**src/rtl/ysyx_22040088_mem_arb_pkg.sv**
```systemverilog
// Shared definitions for the IFU/LSU memory arbiter: FSM state encoding,
// requester IDs and default bus widths.
package ysyx_22040088_mem_arb_pkg;

  localparam int unsigned ADDR_W_DEF = 64;
  localparam int unsigned DATA_W_DEF = 64;
  localparam int unsigned MASK_W     = 8;

  // Requester IDs; also the bit positions inside the one-hot grant vector.
  localparam logic REQ_IF  = 1'b0;
  localparam logic REQ_LSU = 1'b1;

  typedef enum logic [1:0] {
    ST_IDLE = 2'd0,
    ST_REQ  = 2'd1,
    ST_WAIT = 2'd2,
    ST_RESP = 2'd3
  } state_e;

endpackage

```
**src/rtl/ysyx_22040088_mem_arb_if.sv**
```systemverilog
// Bus bundle around the memory arbiter.
//   if_*  : instruction fetch request/response (read-only)
//   lsu_* : load/store request/response
//   mem_* : single shared memory port
// slave  = arbiter side, master = environment side (IFU/LSU/memory model).
interface ysyx_22040088_mem_arb_if
  import ysyx_22040088_mem_arb_pkg::*;
#(
  parameter int unsigned ADDR_W = ADDR_W_DEF,
  parameter int unsigned DATA_W = DATA_W_DEF
);

  logic              if_req_valid;
  logic              if_req_ready;
  logic [ADDR_W-1:0] if_addr;
  logic              if_resp_valid;
  logic [DATA_W-1:0] if_rdata;
  logic              if_resp_err;

  logic              lsu_req_valid;
  logic              lsu_req_ready;
  logic [ADDR_W-1:0] lsu_addr;
  logic              lsu_wen;
  logic [DATA_W-1:0] lsu_wdata;
  logic [MASK_W-1:0] lsu_wmask;
  logic              lsu_resp_valid;
  logic [DATA_W-1:0] lsu_rdata;
  logic              lsu_resp_err;

  logic              mem_req_valid;
  logic              mem_req_ready;
  logic [ADDR_W-1:0] mem_addr;
  logic              mem_wen;
  logic [DATA_W-1:0] mem_wdata;
  logic [MASK_W-1:0] mem_wmask;
  logic              mem_resp_valid;
  logic [DATA_W-1:0] mem_rdata;

  modport slave (
    input  if_req_valid, if_addr,
    output if_req_ready, if_resp_valid, if_rdata, if_resp_err,
    input  lsu_req_valid, lsu_addr, lsu_wen, lsu_wdata, lsu_wmask,
    output lsu_req_ready, lsu_resp_valid, lsu_rdata, lsu_resp_err,
    output mem_req_valid, mem_addr, mem_wen, mem_wdata, mem_wmask,
    input  mem_req_ready, mem_resp_valid, mem_rdata
  );

  modport master (
    output if_req_valid, if_addr,
    input  if_req_ready, if_resp_valid, if_rdata, if_resp_err,
    output lsu_req_valid, lsu_addr, lsu_wen, lsu_wdata, lsu_wmask,
    input  lsu_req_ready, lsu_resp_valid, lsu_rdata, lsu_resp_err,
    input  mem_req_valid, mem_addr, mem_wen, mem_wdata, mem_wmask,
    output mem_req_ready, mem_resp_valid, mem_rdata
  );

endinterface

```
**src/rtl/ysyx_22040088_rr_arb2.sv**
```systemverilog
// Two-way round-robin arbiter, purely combinational.
//   valid      : request valids, indexed by REQ_IF / REQ_LSU
//   last_grant : requester served most recently
//   enable     : no grant is issued when low
//   grant      : one-hot grant (all zero when nothing is granted)
module ysyx_22040088_rr_arb2
  import ysyx_22040088_mem_arb_pkg::*;
(
  input  logic [1:0] valid,
  input  logic       last_grant,
  input  logic       enable,
  output logic [1:0] grant
);

  // On a tie the requester that was not served last wins.
  always_comb begin
    grant = 2'b00;
    if (enable) begin
      if (valid == 2'b11) begin
        if (last_grant == REQ_LSU) grant[REQ_IF]  = 1'b1;
        else                       grant[REQ_LSU] = 1'b1;
      end else begin
        grant = valid;
      end
    end
  end

endmodule

```
**src/rtl/ysyx_22040088_mem_arb.sv**
```systemverilog
// Shares one memory port between IFU (read-only) and LSU (read/write).
// One transaction outstanding at a time, round-robin on ties, with a
// response watchdog that turns a hung memory into an error response.
//   clk, rst : clock, asynchronous active-high reset
//   bus      : IF/LSU request/response and memory port (slave modport)
//   busy     : arbiter is not idle
module ysyx_22040088_mem_arb
  import ysyx_22040088_mem_arb_pkg::*;
#(
  parameter int unsigned ADDR_W         = ADDR_W_DEF,
  parameter int unsigned DATA_W         = DATA_W_DEF,
  parameter int unsigned TIMEOUT_CYCLES = 256
) (
  input  logic                   clk,
  input  logic                   rst,
  ysyx_22040088_mem_arb_if.slave bus,
  output logic                   busy
);

  localparam int unsigned CNT_W   = (TIMEOUT_CYCLES > 1) ? $clog2(TIMEOUT_CYCLES) : 1;
  localparam int unsigned TO_LAST = (TIMEOUT_CYCLES == 0) ? 0 : TIMEOUT_CYCLES - 1;
  localparam bit          WDOG_EN = (TIMEOUT_CYCLES != 0);

  state_e            state_q, state_d;
  logic [CNT_W-1:0]  cnt_q, cnt_d;
  logic              last_grant_q, last_grant_d;
  logic              owner_q, owner_d;
  logic              mem_req_valid_q, mem_req_valid_d;
  logic [ADDR_W-1:0] mem_addr_q, mem_addr_d;
  logic              mem_wen_q, mem_wen_d;
  logic [DATA_W-1:0] mem_wdata_q, mem_wdata_d;
  logic [MASK_W-1:0] mem_wmask_q, mem_wmask_d;
  logic              if_resp_valid_q, if_resp_valid_d;
  logic [DATA_W-1:0] if_rdata_q, if_rdata_d;
  logic              if_resp_err_q, if_resp_err_d;
  logic              lsu_resp_valid_q, lsu_resp_valid_d;
  logic [DATA_W-1:0] lsu_rdata_q, lsu_rdata_d;
  logic              lsu_resp_err_q, lsu_resp_err_d;
  logic              busy_q, busy_d;
  logic [1:0]        grant;

  // Requests are only accepted while idle.
  ysyx_22040088_rr_arb2 u_rr_arb2 (
    .valid      ({bus.lsu_req_valid, bus.if_req_valid}),
    .last_grant (last_grant_q),
    .enable     (state_q == ST_IDLE),
    .grant      (grant)
  );

  // Next-state, payload capture, watchdog and response generation.
  always_comb begin
    state_d          = state_q;
    cnt_d            = cnt_q;
    last_grant_d     = last_grant_q;
    owner_d          = owner_q;
    mem_req_valid_d  = mem_req_valid_q;
    mem_addr_d       = mem_addr_q;
    mem_wen_d        = mem_wen_q;
    mem_wdata_d      = mem_wdata_q;
    mem_wmask_d      = mem_wmask_q;
    if_resp_valid_d  = 1'b0;
    if_rdata_d       = if_rdata_q;
    if_resp_err_d    = if_resp_err_q;
    lsu_resp_valid_d = 1'b0;
    lsu_rdata_d      = lsu_rdata_q;
    lsu_resp_err_d   = lsu_resp_err_q;

    unique case (state_q)
      ST_IDLE: begin
        if (grant != 2'b00) begin
          owner_d         = grant[REQ_LSU];
          last_grant_d    = grant[REQ_LSU];
          mem_req_valid_d = 1'b1;
          state_d         = ST_REQ;
          if (grant[REQ_LSU]) begin
            mem_addr_d  = bus.lsu_addr;
            mem_wen_d   = bus.lsu_wen;
            mem_wdata_d = bus.lsu_wdata;
            mem_wmask_d = bus.lsu_wmask;
          end else begin
            // Fetches are always reads.
            mem_addr_d  = bus.if_addr;
            mem_wen_d   = 1'b0;
            mem_wdata_d = '0;
            mem_wmask_d = '0;
          end
        end
      end

      ST_REQ: begin
        if (bus.mem_req_ready) begin
          mem_req_valid_d = 1'b0;
          cnt_d           = '0;
          state_d         = ST_WAIT;
        end
      end

      ST_WAIT: begin
        // A real response beats a watchdog expiry in the same cycle.
        if (bus.mem_resp_valid || (WDOG_EN && cnt_q == CNT_W'(TO_LAST))) begin
          state_d = ST_RESP;
          if (owner_q == REQ_LSU) begin
            lsu_resp_valid_d = 1'b1;
            lsu_rdata_d      = (bus.mem_resp_valid && !mem_wen_q) ? bus.mem_rdata : '0;
            lsu_resp_err_d   = !bus.mem_resp_valid;
          end else begin
            if_resp_valid_d  = 1'b1;
            if_rdata_d       = bus.mem_resp_valid ? bus.mem_rdata : '0;
            if_resp_err_d    = !bus.mem_resp_valid;
          end
        end else begin
          cnt_d = cnt_q + CNT_W'(1);
        end
      end

      ST_RESP: begin
        state_d = ST_IDLE;
      end

      default: begin
        state_d = ST_IDLE;
      end
    endcase

    busy_d = (state_d != ST_IDLE);
  end

  // State and output registers; reset drops any in-flight transaction.
  always_ff @(posedge clk or posedge rst) begin
    if (rst) begin
      state_q          <= ST_IDLE;
      cnt_q            <= '0;
      last_grant_q     <= REQ_LSU;
      owner_q          <= REQ_IF;
      mem_req_valid_q  <= 1'b0;
      mem_addr_q       <= '0;
      mem_wen_q        <= 1'b0;
      mem_wdata_q      <= '0;
      mem_wmask_q      <= '0;
      if_resp_valid_q  <= 1'b0;
      if_rdata_q       <= '0;
      if_resp_err_q    <= 1'b0;
      lsu_resp_valid_q <= 1'b0;
      lsu_rdata_q      <= '0;
      lsu_resp_err_q   <= 1'b0;
      busy_q           <= 1'b0;
    end else begin
      state_q          <= state_d;
      cnt_q            <= cnt_d;
      last_grant_q     <= last_grant_d;
      owner_q          <= owner_d;
      mem_req_valid_q  <= mem_req_valid_d;
      mem_addr_q       <= mem_addr_d;
      mem_wen_q        <= mem_wen_d;
      mem_wdata_q      <= mem_wdata_d;
      mem_wmask_q      <= mem_wmask_d;
      if_resp_valid_q  <= if_resp_valid_d;
      if_rdata_q       <= if_rdata_d;
      if_resp_err_q    <= if_resp_err_d;
      lsu_resp_valid_q <= lsu_resp_valid_d;
      lsu_rdata_q      <= lsu_rdata_d;
      lsu_resp_err_q   <= lsu_resp_err_d;
      busy_q           <= busy_d;
    end
  end

  assign bus.if_req_ready   = grant[REQ_IF];
  assign bus.lsu_req_ready  = grant[REQ_LSU];
  assign bus.if_resp_valid  = if_resp_valid_q;
  assign bus.if_rdata       = if_rdata_q;
  assign bus.if_resp_err    = if_resp_err_q;
  assign bus.lsu_resp_valid = lsu_resp_valid_q;
  assign bus.lsu_rdata      = lsu_rdata_q;
  assign bus.lsu_resp_err   = lsu_resp_err_q;
  assign bus.mem_req_valid  = mem_req_valid_q;
  assign bus.mem_addr       = mem_addr_q;
  assign bus.mem_wen        = mem_wen_q;
  assign bus.mem_wdata      = mem_wdata_q;
  assign bus.mem_wmask      = mem_wmask_q;
  assign busy               = busy_q;

endmodule

```
**src/flat_wrapper.sv**
```systemverilog
// flat-port wrapper written by rule: the top's interface ports become plain ports
module ysyx_22040088_mem_arb_flat import ysyx_22040088_mem_arb_pkg::*;
#(
  parameter int unsigned ADDR_W         = ADDR_W_DEF,
  parameter int unsigned DATA_W         = DATA_W_DEF,
  parameter int unsigned TIMEOUT_CYCLES = 256
)
  (clk, rst, busy, bus_if_req_valid, bus_if_addr, bus_if_req_ready, bus_if_resp_valid, bus_if_rdata, bus_if_resp_err, bus_lsu_req_valid, bus_lsu_addr, bus_lsu_wen, bus_lsu_wdata, bus_lsu_wmask, bus_lsu_req_ready, bus_lsu_resp_valid, bus_lsu_rdata, bus_lsu_resp_err, bus_mem_req_valid, bus_mem_addr, bus_mem_wen, bus_mem_wdata, bus_mem_wmask, bus_mem_req_ready, bus_mem_resp_valid, bus_mem_rdata);
  ysyx_22040088_mem_arb_if #(.ADDR_W(ADDR_W), .DATA_W(DATA_W)) bus_i ();
  input  logic clk;
  input  logic rst;
  output logic busy;
  input wire logic [$bits(bus_i.if_req_valid)-1:0] bus_if_req_valid;
  input wire logic [$bits(bus_i.if_addr)-1:0] bus_if_addr;
  output wire logic [$bits(bus_i.if_req_ready)-1:0] bus_if_req_ready;
  output wire logic [$bits(bus_i.if_resp_valid)-1:0] bus_if_resp_valid;
  output wire logic [$bits(bus_i.if_rdata)-1:0] bus_if_rdata;
  output wire logic [$bits(bus_i.if_resp_err)-1:0] bus_if_resp_err;
  input wire logic [$bits(bus_i.lsu_req_valid)-1:0] bus_lsu_req_valid;
  input wire logic [$bits(bus_i.lsu_addr)-1:0] bus_lsu_addr;
  input wire logic [$bits(bus_i.lsu_wen)-1:0] bus_lsu_wen;
  input wire logic [$bits(bus_i.lsu_wdata)-1:0] bus_lsu_wdata;
  input wire logic [$bits(bus_i.lsu_wmask)-1:0] bus_lsu_wmask;
  output wire logic [$bits(bus_i.lsu_req_ready)-1:0] bus_lsu_req_ready;
  output wire logic [$bits(bus_i.lsu_resp_valid)-1:0] bus_lsu_resp_valid;
  output wire logic [$bits(bus_i.lsu_rdata)-1:0] bus_lsu_rdata;
  output wire logic [$bits(bus_i.lsu_resp_err)-1:0] bus_lsu_resp_err;
  output wire logic [$bits(bus_i.mem_req_valid)-1:0] bus_mem_req_valid;
  output wire logic [$bits(bus_i.mem_addr)-1:0] bus_mem_addr;
  output wire logic [$bits(bus_i.mem_wen)-1:0] bus_mem_wen;
  output wire logic [$bits(bus_i.mem_wdata)-1:0] bus_mem_wdata;
  output wire logic [$bits(bus_i.mem_wmask)-1:0] bus_mem_wmask;
  input wire logic [$bits(bus_i.mem_req_ready)-1:0] bus_mem_req_ready;
  input wire logic [$bits(bus_i.mem_resp_valid)-1:0] bus_mem_resp_valid;
  input wire logic [$bits(bus_i.mem_rdata)-1:0] bus_mem_rdata;
  assign bus_i.if_req_valid = bus_if_req_valid;
  assign bus_i.if_addr = bus_if_addr;
  assign bus_if_req_ready = bus_i.if_req_ready;
  assign bus_if_resp_valid = bus_i.if_resp_valid;
  assign bus_if_rdata = bus_i.if_rdata;
  assign bus_if_resp_err = bus_i.if_resp_err;
  assign bus_i.lsu_req_valid = bus_lsu_req_valid;
  assign bus_i.lsu_addr = bus_lsu_addr;
  assign bus_i.lsu_wen = bus_lsu_wen;
  assign bus_i.lsu_wdata = bus_lsu_wdata;
  assign bus_i.lsu_wmask = bus_lsu_wmask;
  assign bus_lsu_req_ready = bus_i.lsu_req_ready;
  assign bus_lsu_resp_valid = bus_i.lsu_resp_valid;
  assign bus_lsu_rdata = bus_i.lsu_rdata;
  assign bus_lsu_resp_err = bus_i.lsu_resp_err;
  assign bus_mem_req_valid = bus_i.mem_req_valid;
  assign bus_mem_addr = bus_i.mem_addr;
  assign bus_mem_wen = bus_i.mem_wen;
  assign bus_mem_wdata = bus_i.mem_wdata;
  assign bus_mem_wmask = bus_i.mem_wmask;
  assign bus_i.mem_req_ready = bus_mem_req_ready;
  assign bus_i.mem_resp_valid = bus_mem_resp_valid;
  assign bus_i.mem_rdata = bus_mem_rdata;
  ysyx_22040088_mem_arb #(.ADDR_W(ADDR_W), .DATA_W(DATA_W), .TIMEOUT_CYCLES(TIMEOUT_CYCLES)) u_core (.clk(clk), .rst(rst), .bus(bus_i), .busy(busy));
endmodule
```
**config.mk**
```make
export PLATFORM = sky130hd
export DESIGN_NAME = ysyx_22040088_mem_arb_flat
export DESIGN_NICKNAME = d
export VERILOG_FILES = /design/src/rtl/ysyx_22040088_mem_arb_pkg.sv /design/src/rtl/ysyx_22040088_mem_arb_if.sv /design/src/rtl/ysyx_22040088_rr_arb2.sv /design/src/rtl/ysyx_22040088_mem_arb.sv /design/src/flat_wrapper.sv
export SDC_FILE = /design/constraint.sdc
export NUM_CORES = 1
export LEC_CHECK = 0
export CAP_MARGIN = 20
export CELL_PAD_IN_SITES_DETAIL_PLACEMENT = 1
export CELL_PAD_IN_SITES_GLOBAL_PLACEMENT = 1
export CORE_AREA = 2 2 209 211
export DETAILED_ROUTE_END_ITERATION = 16
export DIE_AREA = 0 0 211 213
export PLACE_DENSITY = 0.67
export REMOVE_ABC_BUFFERS = 1
export SYNTH_ARGS = -nofsm -noshare
export SYNTH_HDL_FRONTEND = slang
export SYNTH_SLANG_ARGS = --single-unit
```
**constraint.sdc**
```tcl
create_clock -name clk -period 29.5 [get_ports clk]
set_clock_uncertainty 0.15 [all_clocks]
set_input_delay 5.9 -clock clk [delete_from_list [all_inputs] [get_ports clk]]
set_output_delay 5.9 -clock clk [all_outputs]
set_load 0.05 [all_outputs]
```
==> metrics.txt, run 1 <==
outcome finished, final reports clean; antenna violations before repair 10; Netlist Area Pre-Place 11000 sq um; dpl cells 1845; CTS Root Cell clkbuf_16; CP max FO 14; number of flops mapped to enable cells by yosys 0; Chip Height 213 microns; Switch Pwr 0.00112 W; HPWL Detailed 29900 microns; period utilisation layout 47.0%; clk_lat worst skew 0.53 ns; top cells by area, synth dfrtp_1, a22o_1, mux2i_1; WL per Instance 21.6 microns; Worst Hold Path Cells 2; CP arrival 7.82 ns; leading cell type in the layout, fill and taps excluded clkdlybuf4s50_1; cts repair resizes 0; io pins 544; worst path required time 23.45 ns; Final setup violation count 0; Worst R2R Start u_core.state_q[0]; max-slew violation count 0; Initial Utilization 25.7%; DRC 0; unrepaired setup endpoints after global routing false; clock share of power 19.1%; cts bufs inserted 36; synth warn 0; setup TNS 0 ns; die area 44900 sq um; Syn Area/Cell 13.5 sq um; via count 9062; final hold vios 0; Compound-Gate Fraction of Synth Area 20.6%; VDD IR max 0.0619 mV; largest family of logic cells by synthesized area compound AO/OA/AOI/OAI gates; CTS tree built; Yosys top cell area share 64.3%; Post-Syn Instances 814; GPL Wtd Cong 0.764; Worst-Margin Slew 1.07 ns; largest net degree at the start of global routing 132; FP Rows 76; Worst Reg-to-Reg Cells 5; final wirelength 41400 microns; Tot Pwr 0.00240 W; core footprint 42700 sq um; top cell type by total area after synthesis dfrtp_1; setup repair bufs after CTS 0; Routed Antenna Nets 0; clk slew on worst S/H paths 0.05 ns; Simple-Gate Fraction of Synth Area 4.46%; reg2reg setup slack 26.38 ns; first-pass GRT wire length 61300 microns; ys async rst share 100%; fraction of layout cells with a size suffix above 1 6.15%; Worst Hold End u_core.bus.mem_req_valid; clock tree buffer depth 3; GRT Overall Usage 18.0%; static leakage 8.23 nW; CTS Hold Buffers Added 0; Sink Count 283; DR pass1 iterations 4; PD cells 133 nW/um^2; sequential fraction of the synthesis area 64.6%; dpl cell area 16700 sq um; Critical Path Start Type input port; ys flop type dfrtp_1; Hold Crit Class register to register; H-Tree Depth 2; Synth Register Bits 283; combinational share of power 53.6%; post-route cell area 18100 sq um; post-synth cell types 43; final hold slack 0.326 ns; Max Fclk 0.0721 GHz; layout net count 1611; Layout area overhead 64.6%; Finished Layout Cells 1915; mux contribution to synthesized area 5.84%; max_cap viols 0; Die W 211 microns; total gr overflow 0; drt via density 4.73; sequential share of power 27.3%; Internal Pwr Total 0.00128 W; vias in the first global route 9668; switching part of the total power 46.6%; Hold Path Origin u_core.bus.mem_req_valid; most frequent cells in the layout clkdlybuf4s50_1, dfrtp_1, a22o_1; kind of critical path input port to output port; relative slew slack 28.4%; FF-to-FF End u_core.bus.mem_addr[57]; Worst Setup End Kind output port; Iteration-0 DRC Markers 474; IO Port Bufs 543; Final min period 13.87 ns; Post-Synth XOR/XNOR Area 0.0798%; adder-cell share of the synthesized area 0.114%
==> power by group through the flow <==
stage / Combinational [W] / Sequential (W) / Clock [W]
2_1_floorplan: 0.000259 / 0.00121 / 0
4_1_cts: 0.00130 / 0.000658 / 0.000473
3_3_place_gp: 0.00129 / 0.000652 / 0
6_report: 0.00129 / 0.000657 / 0.000459
5_1_grt: 0.00135 / 0.000678 / 0.000489
3_5_place_dp: 0.00130 / 0.000660 / 0
==> cell families (layout without fill, tap and decap cells) <==
kind of cell	count (synthesis)	after routing
XOR/XNOR	1	1
buffers and inverters	72	624
AO/OA/AOI/OAI	292	292
flip-flops	283	283
adder cells (fa/ha/maj)	1	1
multiplexers	64	64
other	0	3
AND/OR/NAND/NOR	101	101
==> flip-flops by register name (all words and copies together), names as in the netlist, 2 cells and up <==
| register | flops |
|---|---|
| u_core.bus.lsu_rdata | 64 |
| u_core.bus.mem_addr | 64 |
| u_core.cnt_q | 8 |
| u_core.bus.mem_wmask | 8 |
| u_core.bus.mem_wdata | 64 |
| u_core.bus.if_rdata | 64 |
| u_core.state_q | 2 |
==> worst max-delay path by stage <==
stage / startpoint / endpoint / slack [ns] / cells after the start
global placement: bus_lsu_req_valid / bus_lsu_req_ready / 15.65 / 4
floorplan: bus_if_req_valid / bus_lsu_req_ready / 14.22 / 3
global route: bus_lsu_req_valid / bus_lsu_req_ready / 15.55 / 4
detailed placement: bus_lsu_req_valid / bus_lsu_req_ready / 15.61 / 4
CTS: bus_lsu_req_valid / bus_lsu_req_ready / 15.60 / 4
finish: bus_lsu_req_valid / bus_lsu_req_ready / 15.63 / 4
==> synthesized netlist by cell type (8+ instances only) <==
cell type,number
o21ai_0,11
a22o_1,202
dfrtp_1,282
buf_4,8
buf_2,31
clkbuf_1,8
nand2_1,76
buf_6,18
mux2i_1,64
o21ai_1,57
==> metal layers <==
metal  vias up  wire length, microns  track usage [%]
met3        70                  4120             7.80
met2       405                 20300             30.3
met1      4490                 15800             20.4
li1       4087                     -                -
met5         -                    62                0
met4        10                  1080             6.39
==> layout make-up <==
| class | instances | area [sq um] |
|---|---|---|
| inverters | 6 | 30.0 |
| clock buffers | 56 | 1130 |
| well taps | 546 | 683 |
| flip-flops and latches | 283 | 7080 |
| diodes | 3 | 7.51 |
| repair buffers | 553 | 5540 |
| clock inverters | 9 | 134 |
| multi-input cells | 459 | 3450 |
| fillers | 4545 | 24600 |
==> metrics by stage <==
| stage | setup WS [ns] | util (%) |
|---|---|---|
| after floorplan | 14.22 | - |
| after CTS | 15.60 | 42.2 |
| after global placement | 15.65 | 39.2 |
| after detailed placement | 15.61 | 39.2 |
| final | 15.63 | 42.3 |
| after global routing | 15.55 | 42.3 |
==> critical path, stage by stage <==
cell	delay (ns)
clkdlybuf4s50_1	0.62
nand3_4	0.33
inv_2	0.14
clkdlybuf4s50_1	0.82
(Power assumes the default switching activity.)
==> run 2: changes to the inputs <==
==> constraint.sdc (replaced) <==
create_clock -name clk -period 14.05 [get_ports clk]
set_clock_uncertainty 0.15 [all_clocks]
set_input_delay 2.81 -clock clk [delete_from_list [all_inputs] [get_ports clk]]
set_output_delay 2.81 -clock clk [all_outputs]
set_load 0.05 [all_outputs]
==> run 2 against run 1 <==
Total power increased by 100%. Clock power is 82% higher. Flip-flop and latch count is the same. Final cell count decreased by 0.42%. Global-route usage down 0.050 points. Register-to-register slack got worse by 15 ns. Non-clock buffer count unchanged. First-iteration DRC count up 5.9%. Largest cell class unchanged. Via count is 0.73% lower. Final area down 1.3%. Largest power group unchanged. Clock-buffer cell count shrank 7. Critical endpoint unchanged. Die area unchanged.
==> metrics.txt, run 2 (synthesis gave the netlist of run 1 again) <==
outcome finished, final reports clean (unchanged); cell chain of the critical path clkdlybuf4s50_1 > nand2_1 > nand3_4 > inv_2 > clkdlybuf4s50_1 (was clkdlybuf4s50_1 > nand3_4 > inv_2 > clkdlybuf4s50_1); largest net degree at the start of global routing 139 (was 132); most frequent cells in the layout clkdlybuf4s50_1, dfrtp_1, a22o_1 (unchanged); buffers plus inverters on the worst setup path 3 (unchanged); Worst Setup End Kind output port (unchanged); CP arrival 4.71 ns (was 7.82 ns); PD cells 276 nW/um^2 (was 133 nW/um^2); fraction of layout cells with a size suffix above 1 5.59% (was 6.15%); leading cell type in the layout, fill and taps excluded clkdlybuf4s50_1 (unchanged); io pins 544 (unchanged); FF-to-FF End u_core.bus.mem_addr[59] (was u_core.bus.mem_addr[57]); GRT Overall Usage 18.0% (about the same); cts bufs inserted 34 (was 36); VDD IR max 0.133 mV (was 0.0619 mV); CTS Root Cell clkbuf_16 (unchanged); Final min period 7.67 ns; core footprint 42700 sq um (unchanged); Worst-Margin Slew 1.08 ns (was 1.07 ns); setup TNS 0 ns (unchanged); CTS tree built (unchanged); static leakage 8.13 nW (was 8.23 nW); final hold vios 0 (unchanged); Crit-path slowest cell clkdlybuf4s50_1 (unchanged); via count 8996 (was 9062); CP max FO 14 (unchanged); Final setup violation count 0 (unchanged); reg2reg setup slack 11.05 ns (was 26.38 ns); worst path required time 11.09 ns (was 23.45 ns); crit-path most repeated cell clkdlybuf4s50_1 (unchanged); Layout area overhead 62.5% (was 64.6%); Worst Hold End u_core.bus.mem_req_valid (unchanged); clock tree buffer depth 3 (unchanged); DRC 0 (unchanged); max_cap viols 0 (unchanged); clk_lat worst skew 0.54 ns (was 0.53 ns); drt via density 4.72 (was 4.73); kind of critical path input port to output port (unchanged); GPL Wtd Cong 0.759 (was 0.764); Hold Crit Class register to register (unchanged); Worst R2R Start u_core.state_q[0] (unchanged); first-pass GRT wire length 61200 microns (was 61300 microns); HPWL Detailed 29900 microns (about the same); max-slew violation count 0 (unchanged); CP max stage delay 0.81 ns (was 0.82 ns); Hold Path Origin u_core.bus.mem_req_valid (unchanged); clk slew on worst S/H paths 0.06 ns (was 0.05 ns); Layout Utilization 41.8% (was 42.3%); antenna violations before repair 11 (was 10); setup repair bufs after CTS 0 (unchanged); vias in the first global route 9643 (was 9668); Iteration-0 DRC Markers 502 (was 474); H-Tree Depth 2 (unchanged); cts repair resizes 0 (unchanged); total gr overflow 0 (unchanged); CTS Hold Buffers Added 0 (unchanged); Worst Reg-to-Reg Cells 6 (was 5); Routed Antenna Nets 0 (unchanged); layout net count 1609 (was 1611); Initial Utilization 25.7% (unchanged); WL per Instance 21.8 microns (was 21.6 microns); relative slew slack 28.2% (was 28.4%); unrepaired setup endpoints after global routing false (unchanged); Sink Count 283 (unchanged); Top delay family on crit path buffers and inverters (unchanged); IO Port Bufs 543 (unchanged); FP Rows 76 (unchanged); final wirelength 41500 microns (was 41400 microns); Max Fclk 0.130 GHz; DR pass1 iterations 4 (unchanged); Worst Hold Path Cells 2 (unchanged); Chip Height 213 microns (unchanged); die area 44900 sq um (unchanged); Critical Path Start Type input port (unchanged); period utilisation layout 54.6%; Die W 211 microns (unchanged)
-- run 2: per-stage QoR --
| step | area (sq um) | hold WS [ns] | instances | worst slack, ns | power (W) |
|---|---|---|---|---|---|
| finish | 17800 | 0.327 | 1907 | 6.38 | 0.00492 |
| global route | 17800 | 0.359 | 1906 | 6.29 | 0.00515 |
| CTS | 17800 | 0.332 | 1903 | 6.36 | 0.00498 |
| detailed placement | 16700 | 0.318 | 1845 | 6.37 | 0.00411 |
| global placement | 16700 | 0.311 | 1845 | 6.38 | 0.00407 |
| floorplan | 10500 | 0.358 | 748 | 3.28 | 0.00309 |
-- run 2: where the power goes --
group | total, W | leakage [nW] | switching (W) | internal, W
Sequential | 0.00138 | 3.60 | 0.000209 | 0.00117
Combinational | 0.00271 | 4.01 | 0.00179 | 0.000923
Clock | 0.000836 | 0.519 | 0.000351 | 0.000485
Total | 0.00492 | 8.13 | 0.00235 | 0.00258
-- run 2: final cells by class --
type	count	area, sq um
fill	4548	24900
clock inverter	9	67.6
tap	546	683
inverter	6	30.0
clock buffer	49	977
sequential	283	7080
timing repair buffer	553	5540
antenna	2	5.00
multi-input combinational	459	3450
-- run 2: worst max-delay path by stage --
stage | startpoint | end | slack [ns] | depth (start not counted)
2_1_floorplan | rst | u_core.bus.if_rdata[0] | 3.28 | 1
3_3_place_gp | bus_lsu_req_valid | bus_lsu_req_ready | 6.38 | 4
3_5_place_dp | bus_lsu_req_valid | bus_lsu_req_ready | 6.37 | 4
4_1_cts | bus_lsu_req_valid | bus_lsu_req_ready | 6.36 | 4
5_1_grt | bus_if_req_valid | bus_lsu_req_ready | 6.29 | 5
6_report | bus_if_req_valid | bus_lsu_req_ready | 6.38 | 5
-- run 2: layer usage --
layer | routed length (microns) | GRT usage [%] | up-vias
met5 | 57 | 0 | -
met2 | 20600 | 30.5 | 403
met3 | 3850 | 7.03 | 66
li1 | - | - | 4067
met1 | 16200 | 21.2 | 4450
met4 | 754 | 4.71 | 10
-- run 2: worst register-to-register path: cells and delay by family, from the launching register on --
family                 cells  cell delay [ns]
DFF                        1             0.44
and+or+nand+nor            1             0.13
buffers and inverters      3             1.68
AOI/OAI and AO/OA          2             0.43
==> run 3: changes to the inputs <==
--- a/config.mk
+++ b/config.mk
@@ -8,9 +8,9 @@
 export CAP_MARGIN = 20
 export CELL_PAD_IN_SITES_DETAIL_PLACEMENT = 1
 export CELL_PAD_IN_SITES_GLOBAL_PLACEMENT = 1
-export CORE_AREA = 2 2 209 211
+export CORE_AREA = 2 2 214 216
 export DETAILED_ROUTE_END_ITERATION = 16
-export DIE_AREA = 0 0 211 213
+export DIE_AREA = 0 0 216 218
 export PLACE_DENSITY = 0.67
 export REMOVE_ABC_BUFFERS = 1
 export SYNTH_ARGS = -nofsm -noshare
==> constraint.sdc (replaced) <==
create_clock -name clk -period 6.1 [get_ports clk]
set_clock_uncertainty 0.15 [all_clocks]
set_input_delay 1.22 -clock clk [delete_from_list [all_inputs] [get_ports clk]]
set_output_delay 1.22 -clock clk [all_outputs]
set_load 0.05 [all_outputs]
==> run 3 against run 2 <==
Sequential power is 130% higher. Critical path depth is 1 lower. Register-to-register slack worse by 7.7 ns. Utilization is 1.4 points lower. Combinational power is 130% higher. Flip-flop and latch count stayed put. Largest cell class unchanged. Total power is 140% higher. Clock-buffer cell count is 3 higher. Final area is 1.7% higher. Die area is 4.8% higher.
==> metrics.txt, run 3 (synthesis gave the netlist of run 1 again) <==
via count 9129 (was 8996); io pins 544 (unchanged); Routed Antenna Nets 0 (unchanged); vias in the first global route 9707 (was 9643); Chip Height 218 microns (was 213 microns); Worst Setup End Kind output port (unchanged); CTS Root Cell clkbuf_16 (unchanged); cts bufs inserted 36 (was 34); Hold Crit Class register to register (unchanged); worst setup slack after placement 1.61 ns (was 6.37 ns); final worst slack 1.62 ns (was 6.38 ns); relative slew slack 28.2% (about the same); Critical Path Start Type input port (unchanged); setup repair bufs after CTS 0 (unchanged); Initial Utilization 24.4% (was 25.7%); Max Fclk 0.223 GHz; layout net count 1611 (was 1609); fraction of layout cells with a size suffix above 1 6.16% (was 5.59%); Sink Count 283 (unchanged); first-pass GRT wire length 62800 microns (was 61200 microns); drt via density 4.64 (was 4.72); worst path required time 4.73 ns (was 11.09 ns); max-slew violation count 0 (unchanged); CP max FO 13 (was 14); DRC 0 (unchanged); clk_lat worst skew 0.53 ns (was 0.54 ns); GPL Wtd Cong 0.776 (was 0.759); Final min period 4.48 ns; Iteration-0 DRC Markers 415 (was 502); CTS Hold Buffers Added 0 (unchanged); die area 47100 sq um (was 44900 sq um); PD cells 645 nW/um^2 (was 276 nW/um^2); CP arrival 3.11 ns (was 4.71 ns); WL per Instance 21.3 microns (was 21.8 microns); HPWL Detailed 29800 microns (was 29900 microns); VDD IR max 0.407 mV (was 0.133 mV); DR pass1 iterations 4 (unchanged); H-Tree Depth 2 (unchanged); GRT Overall Usage 17.4% (was 18.0%); clk slew on worst S/H paths 0.05 ns (was 0.06 ns); period utilisation layout 73.5%; CTS tree built (unchanged); final hold slack 0.326 ns (was 0.327 ns); Worst-Margin Slew 1.07 ns (was 1.08 ns); Die W 216 microns (was 211 microns); setup TNS 0 ns (unchanged); IO Port Bufs 543 (unchanged); unrepaired setup endpoints after global routing false (unchanged); max_cap viols 0 (unchanged); outcome finished, final reports clean (unchanged); FP Rows 78 (was 76); kind of critical path input port to output port (unchanged); static leakage 8.24 nW (was 8.13 nW); cts repair resizes 0 (unchanged); total gr overflow 0 (unchanged); final hold vios 0 (unchanged); leading cell type in the layout, fill and taps excluded clkdlybuf4s50_1 (unchanged); core footprint 44900 sq um (was 42700 sq um); most frequent cells in the layout clkdlybuf4s50_1, dfrtp_1, a22o_1 (unchanged); Layout area overhead 65.2% (was 62.5%); clock tree buffer depth 3 (unchanged); antenna violations before repair 10 (was 11); final wirelength 41900 microns (was 41500 microns); Final setup violation count 0 (unchanged); largest net degree at the start of global routing 104 (was 139)
[run 3: changes by cell type in the layout (fill, tap and decap cells not counted), sizes merged]
cell    previous run  this run
bufinv             0         4
clkinv             6         5
clkbuf            49        52
diode              2         5
inv                9         7
[run 3: final timing paths]
kind                                         startpoint                       end  slack [ns]  cells past startpoint
worst min-delay path            u_core.bus.mem_addr[55]   u_core.bus.mem_addr[55]        0.33                      2
worst max-delay path                  bus_lsu_req_valid         bus_lsu_req_ready        1.62                      4
worst min register to register  u_core.bus.mem_addr[55]   u_core.bus.mem_addr[55]        0.33                      2
min in group asynchronous                           rst  u_core.bus.lsu_rdata[36]        1.08                      2
worst max register to register          u_core.cnt_q[0]   u_core.bus.if_rdata[41]        3.36                      6
max in group asynchronous                           rst  u_core.bus.mem_wdata[42]        3.50                      3
[run 3: cell type report]
class / instances / area (sq um)
fillers: 4786 / 26800
flip-flops and latches: 283 / 7080
repair buffers: 553 / 5540
multi-input cells: 459 / 3450
clock buffers: 52 / 1100
well taps: 600 / 751
clock inverters: 10 / 169
inverters: 6 / 30.0
diodes: 5 / 12.5
[run 3: through the flow]
stage,total power (W),area (sq um),cells,util (%)
2_1_floorplan,0.00711,10500,748,-
3_3_place_gp,0.00939,16800,1901,37.5
3_5_place_dp,0.00947,16800,1901,37.5
4_1_cts,0.0118,18100,1963,40.4
5_1_grt,0.0122,18100,1964,40.4
6_report,0.0117,18100,1968,40.4
[run 3: report_power, final]
group          internal, W  switching [W]
combinational      0.00213        0.00412
sequential         0.00269       0.000487
clock              0.00143       0.000840
[run 3: critical path, cell delays in order]
cell and delay (ns):
clkdlybuf4s50_1 0.62, nand3_4 0.32, inv_2 0.13, clkdlybuf4s50_1 0.81
[run 3: routing by layer]
metal	track usage, %	vias to the layer above	part of all wire [%]
li1	-	4096	-
met1	20.2	4546	39
met2	29.1	421	48
met3	7.41	60	11
met4	5.68	6	2.5
met5	0	-	0.098
